==> src/rtl/vec_accumulator.sv <==
// Sequential dot-product reduction: sums N unsigned W-bit elements into one
// OW-bit result with valid/ready handshakes on both the input and output sides.
module vec_accumulator #(
   parameter  int W  = 16,
   parameter  int N  = 8,
   localparam int OW = W + $clog2(N)
) (
   input  logic          I_CLK,
   input  logic          I_RST_N,
   input  logic          I_CLEAR,
   input  logic          I_VALID,
   output logic          O_READY,
   input  logic [W-1:0]  I_DATA,
   output logic          O_VALID,
   input  logic          I_READY,
   output logic [OW-1:0] O_SUM
);

   localparam int GW = OW - W;
   localparam int CW = $clog2(N) + 1;

   typedef enum logic [1:0] {
      S_IDLE,
      S_ACC,
      S_DONE
   } state_t;

   state_t        state_q, state_d;
   logic [CW-1:0] cnt_q,   cnt_d;
   logic [OW-1:0] acc_q,   acc_d;
   logic [OW-1:0] sum_q,   sum_d;
   logic          valid_q, valid_d;

   logic          accept;
   logic [W:0]    lo_sum;
   logic [GW-1:0] hi_sum;
   logic [OW-1:0] acc_next;

   // W-bit ripple add on the low part; its carry-out feeds the guard bits.
   always_comb begin
      lo_sum   = {1'b0, acc_q[W-1:0]} + {1'b0, I_DATA};
      hi_sum   = acc_q[OW-1:W] + GW'(lo_sum[W]);
      acc_next = {hi_sum, lo_sum[W-1:0]};
   end

   assign O_READY = (state_q != S_DONE);
   assign accept  = I_VALID && O_READY && !I_CLEAR;

   // NOTE: every variable gets a default first so no path leaves it unassigned,
   // which would otherwise infer a latch.
   always_comb begin
      state_d = state_q;
      cnt_d   = cnt_q;
      acc_d   = acc_q;
      sum_d   = sum_q;
      valid_d = valid_q;

      if (I_CLEAR) begin
         state_d = S_IDLE;
         cnt_d   = '0;
         valid_d = 1'b0;
      end else begin
         unique case (state_q)
            S_IDLE: begin
               if (accept) begin
                  acc_d   = {{GW{1'b0}}, I_DATA};
                  cnt_d   = CW'(1);
                  state_d = S_ACC;
               end
            end
            S_ACC: begin
               if (accept) begin
                  acc_d = acc_next;
                  cnt_d = cnt_q + CW'(1);
                  if (cnt_q == CW'(N - 1)) begin
                     sum_d   = acc_next;
                     valid_d = 1'b1;
                     state_d = S_DONE;
                  end
               end
            end
            S_DONE: begin
               if (I_READY) begin
                  valid_d = 1'b0;
                  cnt_d   = '0;
                  state_d = S_IDLE;
               end
            end
            default: begin
               state_d = S_IDLE;
               cnt_d   = '0;
               valid_d = 1'b0;
            end
         endcase
      end
   end

   // NOTE: sequential state uses non-blocking assignments so every flop samples
   // the pre-edge values regardless of statement order.
   always_ff @(posedge I_CLK or negedge I_RST_N) begin
      if (!I_RST_N) begin
         state_q <= S_IDLE;
         cnt_q   <= '0;
         acc_q   <= '0;
         sum_q   <= '0;
         valid_q <= 1'b0;
      end else begin
         state_q <= state_d;
         cnt_q   <= cnt_d;
         acc_q   <= acc_d;
         sum_q   <= sum_d;
         valid_q <= valid_d;
      end
   end

   assign O_VALID = valid_q;
   assign O_SUM   = sum_q;

endmodule
==> config.mk <==
export PLATFORM = sky130hd
export DESIGN_NAME = vec_accumulator
export DESIGN_NICKNAME = d
export VERILOG_FILES = /design/src/rtl/vec_accumulator.sv
export SDC_FILE = /design/constraint.sdc
export NUM_CORES = 1
export LEC_CHECK = 0
export CAP_MARGIN = 20
export CELL_PAD_IN_SITES_DETAIL_PLACEMENT = 1
export CELL_PAD_IN_SITES_GLOBAL_PLACEMENT = 1
export CORE_ASPECT_RATIO = 0.7
export CORE_MARGIN = 1.5
export CORE_UTILIZATION = 44
export DETAILED_ROUTE_END_ITERATION = 7
export PLACE_DENSITY = 0.82
export SLEW_MARGIN = 20
export SYNTH_ARGS = -nofsm -noshare
export SYNTH_HDL_FRONTEND = slang
export SYNTH_SLANG_ARGS = --single-unit
==> constraint.sdc <==
create_clock -name I_CLK -period 5 [get_ports I_CLK]
set_input_delay 0.75 -clock I_CLK [delete_from_list [all_inputs] [get_ports I_CLK]]
set_output_delay 0.75 -clock I_CLK [all_outputs]
set_load 0.02 [all_outputs]
## Word level (Yosys, flattened, before mapping)

Index checks and enable logic that the tools add are counted.

| word-level totals | value |
|---|---|
| register bits after elaboration | 45 |
| input port bits | 21 |
| output and inout bits | 21 |
| word-level logic and storage cells | 49 |

| operators by class | value |
|---|---|
| $add $sub $neg | 3 |
| equality and inequality tests | 11 |
| mux-type cells | 19 |
| bitwise logic cells | 1 |
| reductions and logical operators | 10 |

Operators by type and width:

| cell | count |
|---|---|
| $mux W19 | 2 |
| $pmux W19 S2 | 1 |
| $add A16 B16 Y17 | 1 |
| $mux W4 | 4 |
| $reduce_and A4 Y1 | 4 |
| $ne A3 B3 Y1 const B | 4 |
| $pmux W4 S3 | 1 |
| $mux W2 | 5 |
| $ne A2 B2 Y1 const B | 4 |
| $pmux W2 S3 | 1 |
| $add A4 B1 Y4 const B | 1 |
| $eq A4 B3 Y1 const B | 1 |
| $mux W1 | 4 |
| $add A3 B1 Y3 | 1 |
| $pmux W1 S3 | 1 |
| $reduce_and A3 Y1 | 1 |
| $eq A2 B1 Y1 const B | 1 |
| $eq A2 B2 Y1 const B | 1 |
| $logic_and A1 B1 Y1 | 2 |
| $logic_not A2 Y1 | 1 |
| $reduce_bool A2 Y1 | 1 |
| $logic_not A1 Y1 | 1 |
| $not A1 Y1 | 1 |

## Logic depth before layout (Yosys ltp)

| logic depth | value |
|---|---|
| depth after elaboration | 6 |
| gate-level depth with buffers | 13 |
| depth with buffers taken out | 13 |

## Worst setup path after synthesis

OpenSTA, ideal clock, no wires.

| path | value |
|---|---|
| kind | input -> register |
| from | input I_DATA[0] |
| to | register sum_q[17] (netlist: O_SUM[17]) |
| setup time | 0.125 ns |
| arrival | 2.858 ns |
| data required time | 4.875 ns |
| slack | 2.017 ns |
| stages | 11 |
| path buffers | 0 |
| cells stage by stage | ha_1 > fa_1 > a211oi_1 > nor2_1 > a21oi_2 > o21ai_1 > a21oi_1 > o21bai_1 > ha_1 > ha_1 > mux2_2 |

| on the way | value |
|---|---|
| word-level cells in the longest chain between the ends | 2 |

Ends and longest elaborated chain:

| element | RTL line | text |
|---|---|---|
| start: declaration | 13 | `input logic [W-1:0] I_DATA,` |
| $add A16 B16 Y17 | 41 | `lo_sum = {1'b0, acc_q[W-1:0]} + {1'b0, I_DATA};` |
| $add A3 B1 Y3 | 42 | `hi_sum = acc_q[OW-1:W] + GW'(lo_sum[W]);` |
| via hi_sum[1] | 36 | `logic [GW-1:0] hi_sum;` |
| end signal: assignment | 111 | `sum_q <= sum_d;` |
| end: declaration | 31 | `logic [OW-1:0] sum_q, sum_d;` |

The timed path passes the listed nets, and every way through them passes these cells.
A chain may end at the register's enable or synchronous reset.

## Worst setup path after layout

Ends and elaborated chain as after synthesis.

==> impl_metrics.toml <==
[die]
die_area_um2 = 6540
core_um2 = 5780
start_util_pct = 46.1
dieWidth_um = 96.0
io_pins = 42
die_h_um = 68.1
fp-row-count = 23

[worst_setup_path]
endpoint = "O_SUM[17]$_DFFE_PN0P_"
crit_path_start_kind = "input pin"
endpoint_kind = "flip-flop"
path_max_fanout = 4
crit_type = "input pin to flip-flop"
startpoint = "I_DATA[0]"
r2r-start = "acc_q[0]$_DFFE_PN0P_"
reg2reg_slack_ns = 2.06
worst-endpoint-arrival_ns = 3.66
rr_worst_depth = 11
crit_required_ns = 5.19
regToRegEndpoint = "O_SUM[17]$_DFFE_PN0P_"

[cts]
cts-resized-gates = 0
cts_sinks = 45
cts.clk_slew.worst_paths_ns = 0.09
cts-buffers-inserted = 5
hold_buffers = 0
htree_levels = 2
cts_root_buf = "clkbuf_8"
post_cts.repair.setup_buffers = 0
clock_tree.buffer_depth = 2
cts_tree = "yes"
insertion_delay_ns = 0.30

[yosys]
synthArstFlopShare_pct = 100
yosysSeqAreaShare_pct = 42.2
yosysTopAreaCell = "dfrtp_1"
yosysMostFrequentCell = "dfrtp_1"
synth-edff-count = 0
avgSynthCellArea_um2 = 9.13
syn_area_um2 = 2670
synth_nets = 333
yosysTopAreaCellShare_pct = 42.2
ys_types = 42
synthCells = 292
synth-seq-cells = 45
synth_commonest_cells = "dfrtp_1 (45), nand2_1 (38), a21oi_1 (31)"
ys.flop_type = "dfrtp_1"
ys_warn_count = 0
ys_top_cells_by_area = "dfrtp_1 (42%), ha_1 (8.9%), a21oi_1 (5.8%)"

[routing]
drt_iter0_drc = 74
drc = 0
ant_nets = 0
dr.pass1.iters = 5
route.detailed.wl_per_inst_um = 17.2
vias_per_cell = 5.67
wirelength_mm = 6.99
vias = 2308

[finish]
layout-drive-gt1-share_pct = 8.13
postLayoutCellArea_um2 = 3220
area_delta_synth_final_pct = 20.6
antennaDiodeCount = 0
nets = 372
fin_util_pct = 55.6
layout.cells.non_filler = 407

[pwr]
leakagePower_nw = 1.42
power_w = 0.000996
ir_drop_mv = 0.138
p_per_area_nw_per_um2 = 310

[place]
place_congestion = 0.845
placedCellCount = 399
portBuffers = 41
hpwl_mm = 5.01
placed_area_um2 = 3130

[sta]
fin_crit_sh_pct = 69.5
worstMarginPinSlew_ns = 1.09
hold_viol = 0
setup_tns_ns = 0
rsz0062_at_grt = "false"
skew_ns = 0.00699
relSlewSlack_pct = 26.9
slew_violations = 0
max_freq_mhz = 288
min_period_ns = 3.47
finalSetupViolations = 0

[run]
maxCapViolCount = 0

[global_route]
grt_pass1_wl_mm = 11.6
antenna_found_initial = 0
overflow = 0
grt_usage_pct = 23.4
grt_pass1_vias = 2357
grt_max_degree = 46

[min_path]
hold_class = "input pin to asynchronous set/reset pin"

[outcome]
status = "completed"
-- power by group --
part | switching, W | internal [W] | total [W]
logic | 0.000209 | 0.000143 | 0.000352
clock network | 0.000132 | 0.0000968 | 0.000228
registers | 0.0000225 | 0.000393 | 0.000416
total | 0.000363 | 0.000633 | 0.000996
-- critical path, cell delays in order --
cell             delay [ns]
clkdlybuf4s50_1        0.44
ha_1                   0.24
fa_1                   0.43
a211oi_1               0.30
nor2_1                 0.13
a21oi_2                0.26
o21ai_1                0.13
a21oi_1                0.15
o21bai_1               0.08
ha_1                   0.18
ha_1                   0.30
mux2_2                 0.27
-- cell type report --
type / count / area, um^2
clock buffer: 5 / 68.8
multi-input combinational: 231 / 1470
inverter: 4 / 15.0
clock inverter: 3 / 17.5
timing repair buffer: 44 / 430
tap: 75 / 93.8
sequential: 45 / 1130
fill: 690 / 2570
-- logic make-up after synthesis --
group                    after synthesis  synth area share [%]
multiplexers                           8                  3.38
adder cells (fa/ha/maj)               20                  9.67
buffers and inverters                 16                  2.82
XOR/XNOR                              15                  4.93
flip-flops                            45                  42.2
AND/OR/NAND/NOR                      101                  17.9
AO/OA/AOI/OAI                         87                  19.1
-- registers in the layout (all words and copies together), names as in the netlist --
name and flops:
O_SUM 19, O_VALID 1, cnt_q 4, state_q 2
acc_q 19
-- how the worst min path moves through the flow --
stage / startpoint / endpoint / slack (ns)
6_report: I_RST_N / O_SUM[1]$_DFFE_PN0P_ / 0.43
5_1_grt: I_RST_N / O_SUM[1]$_DFFE_PN0P_ / 0.47
4_1_cts: O_SUM[11]$_DFFE_PN0P_ / O_SUM[11]$_DFFE_PN0P_ / 0.49
3_5_place_dp: O_SUM[11]$_DFFE_PN0P_ / O_SUM[11]$_DFFE_PN0P_ / 0.47
3_3_place_gp: acc_q[17]$_DFFE_PN0P_ / acc_q[17]$_DFFE_PN0P_ / 0.46
2_1_floorplan: I_RST_N / O_SUM[0]$_DFFE_PN0P_ / 0.45
-- layer usage --
metal | up-vias | share of wire, % | track usage, %
li1 | 1108 | - | -
met1 | 1149 | 51 | 34.1
met2 | 44 | 45 | 36.5
met3 | 7 | 3.3 | 3.89
met4 | 0 | 0.76 | 4.96
met5 | - | 0 | 0
-- stage by stage --
stage                     worst slack (ns)  hold slack (ns)
after floorplan                       2.02            0.445
after global placement                1.36            0.460
after detailed placement              1.22            0.469
after CTS                             1.52            0.490
after global routing                  1.35            0.468
final                                 1.53            0.433
-- placed cells by master, fill, tap and decap left out, types with 5 or more instances in the layout --
cell and instances:
nand2_1 38, o22ai_1 5, mux2_2 8, dfrtp_1 45, xor2_1 7, nor2_1 23, ha_1 19, nand3_1 10
nor2b_1 6, xnor2_1 8, nand2b_1 7, clkbuf_8 5, o21ai_0 26, clkdlybuf4s50_1 40, a21oi_1 31
(Power assumes the default switching activity.)
